## config.mk

```make
export PLATFORM = sky130hd
export DESIGN_NAME = dmem_host_port
export DESIGN_NICKNAME = d
export VERILOG_FILES = /design/src/rtl/dmem_host_pkg.sv /design/src/rtl/dmem_host_port_load_counter.sv /design/src/rtl/dmem_host_port.sv
export SDC_FILE = /design/constraint.sdc
export NUM_CORES = 1
export LEC_CHECK = 0
export CAP_MARGIN = 20
export CORE_ASPECT_RATIO = 1.25
export CORE_MARGIN = 3
export CORE_UTILIZATION = 30
export DETAILED_ROUTE_END_ITERATION = 7
export PLACE_DENSITY = 0.87
export SETUP_SLACK_MARGIN = 0.02
export SLEW_MARGIN = 20
export SYNTH_ARGS = -nofsm -noshare
export SYNTH_HDL_FRONTEND = slang
export SYNTH_SLANG_ARGS = --single-unit
```

## constraint.sdc

```tcl
create_clock -name clock -period 2.9 [get_ports clock]
set_input_delay 0.58 -clock clock [delete_from_list [all_inputs] [get_ports clock]]
set_output_delay 0.58 -clock clock [all_outputs]
set_load 0.02 [all_outputs]
```

## src/rtl/dmem_host_pkg.sv

```systemverilog
// Shared definitions for the data-memory host port: mode encodings, FSM states
// and the default character-buffer location used by the firmware memory map.
package dmem_host_pkg;

  localparam logic [1:0] MODE_IDLE = 2'b00;
  localparam logic [1:0] MODE_LOAD = 2'b01;
  localparam logic [1:0] MODE_EXEC = 2'b10;
  localparam logic [1:0] MODE_READ = 2'b11;

  typedef enum logic [2:0] {
    S_IDLE     = 3'd0,
    S_LOAD     = 3'd1,
    S_EXEC_RST = 3'd2,
    S_RUN      = 3'd3,
    S_READ     = 3'd4
  } state_t;

  localparam int DEF_BUF_BASE = 1500;
  localparam int DEF_BUF_LEN  = 108;

endpackage

```

## src/rtl/dmem_host_port_load_counter.sv

```systemverilog
// Character counter for one load session: accepted count, full flag and a
// sticky overflow flag raised when a character is offered while full.
module load_counter #(
  parameter int BUF_LEN = 108,
  parameter int CNT_W   = $clog2(BUF_LEN + 1)
) (
  input  logic             clock,
  input  logic             reset,
  input  logic             clear,
  input  logic             inc,
  input  logic             offer,
  output logic [CNT_W-1:0] count,
  output logic             full,
  output logic             overflow
);

  localparam logic [CNT_W-1:0] LEN_C = CNT_W'(BUF_LEN);

  assign full = (count == LEN_C);

  always_ff @(posedge clock) begin
    if (reset || clear) begin
      count    <= '0;
      overflow <= 1'b0;
    end else begin
      if (inc && !full) begin
        count <= count + 1'b1;
      end
      if (offer && full) begin
        overflow <= 1'b1;
      end
    end
  end

endmodule

```

## src/rtl/dmem_host_port.sv

```systemverilog
// Data-memory front end: arbitrates the single-port RAM between the host
// character loader, the processor and host readback under a mode FSM.
//
// Handshake: a character transfers on a rising edge where host_valid and
// host_ready are both high; host_valid may be held without a transfer, and
// host_ready depends only on state and fill level, never on host_valid.
module dmem_host_port
  import dmem_host_pkg::*;
#(
  parameter int ADDR_W   = 12,
  parameter int DATA_W   = 32,
  parameter int CHAR_W   = 8,
  parameter int BUF_BASE = DEF_BUF_BASE,
  parameter int BUF_LEN  = DEF_BUF_LEN,
  parameter int CNT_W    = $clog2(BUF_LEN + 1)
) (
  input  logic              clock,
  input  logic              reset,
  input  logic [1:0]        mode,
  input  logic              host_valid,
  input  logic [CHAR_W-1:0] host_data,
  output logic              host_ready,
  input  logic [ADDR_W-1:0] host_raddr,
  output logic              rd_valid,
  input  logic              cpu_wren,
  input  logic [ADDR_W-1:0] cpu_addr,
  input  logic [DATA_W-1:0] cpu_wdata,
  output logic              cpu_reset,
  output logic              mem_wen,
  output logic [ADDR_W-1:0] mem_addr,
  output logic [DATA_W-1:0] mem_wdata,
  output logic [CNT_W-1:0]  load_count,
  output logic              load_full,
  output logic              load_overflow,
  output logic [2:0]        dbg_state
);

  localparam logic [ADDR_W-1:0] BASE_A = ADDR_W'(BUF_BASE);

  state_t state, next_state;
  logic   xfer;
  logic   enter_load;

  always_ff @(posedge clock) begin
    if (reset) begin
      state <= S_IDLE;
    end else begin
      state <= next_state;
    end
  end

  always_comb begin
    next_state = S_IDLE;
    case (mode)
      MODE_IDLE: next_state = S_IDLE;
      MODE_LOAD: next_state = S_LOAD;
      MODE_READ: next_state = S_READ;
      MODE_EXEC: next_state = (state == S_EXEC_RST || state == S_RUN) ? S_RUN : S_EXEC_RST;
      default:   next_state = S_IDLE;
    endcase
  end

  assign host_ready = (state == S_LOAD) && !load_full;
  assign xfer       = host_valid && host_ready;
  // Clearing on the entry edge is safe: no transfer can happen outside S_LOAD.
  assign enter_load = (state != S_LOAD) && (next_state == S_LOAD);
  assign cpu_reset  = (state != S_RUN);
  assign dbg_state  = state;

  load_counter #(
    .BUF_LEN (BUF_LEN),
    .CNT_W   (CNT_W)
  ) u_load_counter (
    .clock    (clock),
    .reset    (reset),
    .clear    (enter_load),
    .inc      (xfer),
    .offer    (host_valid && (state == S_LOAD)),
    .count    (load_count),
    .full     (load_full),
    .overflow (load_overflow)
  );

  always_comb begin
    mem_wen   = 1'b0;
    mem_addr  = '0;
    mem_wdata = '0;
    case (state)
      S_LOAD: begin
        mem_wen   = xfer;
        mem_addr  = BASE_A + ADDR_W'(load_count);
        mem_wdata = DATA_W'(host_data);
      end
      S_RUN: begin
        mem_wen   = cpu_wren;
        mem_addr  = cpu_addr;
        mem_wdata = cpu_wdata;
      end
      S_READ: begin
        mem_addr  = host_raddr;
      end
      default: begin
        mem_wen   = 1'b0;
      end
    endcase
  end

  // Aligns with the one-cycle synchronous RAM read issued during S_READ.
  always_ff @(posedge clock) begin
    if (reset) begin
      rd_valid <= 1'b0;
    end else begin
      rd_valid <= (state == S_READ);
    end
  end

endmodule

```

==> results <==
final cells by class:
type                            instances  area, um^2
Sequential cell                        12         240
Clock buffer                            4        55.1
Timing Repair Buffer                  137        1350
Inverter                                8        30.0
Fill cell                             307        1040
Multi-Input combinational cell        127         841
Tap cell                               39        48.8
routing by layer:
layer,up-vias,GRT usage [%],share of wire [%]
met1,732,21.4,38
li1,818,-,-
met4,0,5.42,0.71
met3,4,5.76,13
met2,102,37.7,49
met5,-,0,0
critical path, stage by stage, from the launching register on:
cell             delay [ns]
dfxtp_1                0.37
inv_1                  0.12
ha_1                   0.18
inv_1                  0.05
o21ai_0                0.35
xnor2_1                0.10
o21ai_0                0.16
clkdlybuf4s50_1        0.62
synthesized netlist by cell type (3+ instances only):
cell      count
dfxtp_1      12
clkbuf_1      9
nor2b_1       3
a32oi_1       3
xnor2_1       5
nor2_1       19
buf_2         4
a21oi_1       4
xor2_1        3
nor3_1        4
mux2i_1      11
nand2_1      13
ha_1          4
and3_1       25
o21ai_0      12
inv_1         8
power breakdown:
part | switching, mW | total (mW) | internal, mW
Sequential | 0.00292 | 0.170 | 0.167
Clock | 0.0654 | 0.185 | 0.120
Combinational | 0.0787 | 0.212 | 0.133
Total | 0.147 | 0.567 | 0.420
metrics by stage:
stage | std cells | utilization (%) | power [mW] | setup slack (ns)
CTS | 327 | 71.2 | 0.573 | 0.134
floorplan | 160 | - | 0.242 | 0.670
detailed placement | 323 | 69.7 | 0.386 | 0.199
global route | 327 | 71.2 | 0.592 | 0.0368
global placement | 323 | 69.7 | 0.383 | 0.227
finish | 327 | 71.2 | 0.567 | 0.141
cells in the final DEF (no fill, tap or decap), types with 3 or more instances in the layout:
master           count
xor2_1               3
a21oi_1              4
inv_1                8
o21ai_0             12
a32oi_1              3
and3_1              25
ha_1                 4
nor2_1              19
dfxtp_1             12
buf_4                8
clkdlybuf4s50_1    129
mux2i_1             11
xnor2_1              5
nor3_1               4
clkbuf_8             4
nand2_1             13
worst paths after layout:
path	endpoint	slack, ns
worst max register to register	u_load_counter.count[5]	1.27
worst min-delay path	u_load_counter.overflow	0.51
worst min register to register	u_load_counter.overflow	0.51
worst max-delay path	mem_addr[6]	0.14
registers in the layout, summed over array words and instances, names as in the netlist:
signal,count
u_load_counter.count,7
dbg_state,3
rd_valid,1
u_load_counter.overflow,1
kinds of logic after synthesis:
family	after synthesis	synth area share, %
muxes	11	9.51
xor gates and xnor gates	8	6.05
AOI/OAI and AO/OA	29	16.5
adders and majority gates	4	4.32
buffers and inverters	21	7.24
DFF	12	20.8
and+or+nand+nor	75	35.6
==> qor.txt <==
top post-synthesis cells by area -> dfxtp_1 (21%), and3_1 (14%), mux2i_1 (9.5%)
row cnt -> 24
DIE WIDTH -> 61.6 um
Total GRT Usage -> 20.1%
worst setup path startpoint -> u_load_counter.count[2]
outcome -> complete, no violations
Ys Warns -> 0
Hold Violations, Final -> 0
vias in the first global route -> 1542
number of buffers added for setup after CTS -> 0
Residual DRC -> 0
PortBufs -> 129
P per Cell Area -> 221 mW/mm^2
RSZ-0062 raised after global routing -> false
max-slew violations -> 0
max cap viols -> 0
Critical Path End Type -> primary output
setup violators final -> 0
First DRT Iteration DRCs -> 66
origin of the worst min-delay path -> u_load_counter.overflow
Async S/R FF share, synth -> 0%
Crit Path Max Fanout -> 6
Post-synth EDFFs -> 0
largest net degree at the start of global routing -> 34
GR Overflow Total -> 0
Layout area overhead -> 122%
initial antenna violation count -> 0
clock-pin slew on the worst setup and hold paths -> 0.06 ns
Longest Clk Path Bufs -> 2
period utilisation layout -> 95.1%
diodes inserted -> 0
Mapped Cells -> 160
Vias/cell -> 5.06
post-route cell area -> 0.00257 mm^2
Routed WL per cell -> 15.0 um
layout cell share with drive strength beyond 1 -> 6.60%
worst hold-check path type -> reg2reg
Routed Antenna Nets -> 0
Max-slew headroom -> 71.8%
Syn Nets -> 234
die height -> 75.4 um
vias -> 1656
TritonCTS clock tree -> done
Worst R2R Path Depth -> 5
Leak Pwr -> 1.02 nW
Reg-to-Reg Start -> dbg_state[1]
worst slew pin tran -> 0.419 ns
ys flop type -> dfxtp_1
share of the synthesized area in the top cell type -> 20.8%
io pins -> 130
Hold Path Stages -> 2
fin nets -> 363
Clk Latency, worst-skew pair -> 0.24 ns
H-tree depth -> 1
crit path time final -> 2.76 ns
Avg Cell Area, Syn -> 7.23 um^2
first-pass GRT wire length -> 7090 um
placed cell area -> 0.00251 mm^2
setup TNS -> 0 ns
DR pass1 iterations -> 4
Synth cell types -> 32
post-CTS sizing -> 0
root buf cell -> clkbuf_8
CTS Hold Bufs -> 0
gp weighted congestion -> 0.881
Fmax -> 0.363 GHz
area leader, netlist -> dfxtp_1
number of buffers created by CTS -> 3
post-synthesis sequential area ratio -> 20.8%
Routed WL -> 4920 um
worst path arrival time -> 2.18 ns
startpoint types -> flip-flop
Die Area -> 0.00464 mm^2
number of synthesized register bits -> 12
final hold slack -> 0.505 ns
clock skew -> 0.00458 ns
Post-DP HPWL -> 3970 um
post-synthesis cell area -> 0.00116 mm^2
Std-Cell Core Area -> 0.00360 mm^2
Sink Count -> 12
Worst EP required -> 2.32 ns
path type of the worst setup path -> reg2out
Starting Density -> 32.1%
peak supply drop -> 194 uV
Note: power is estimated with default switching activity, not from simulation.
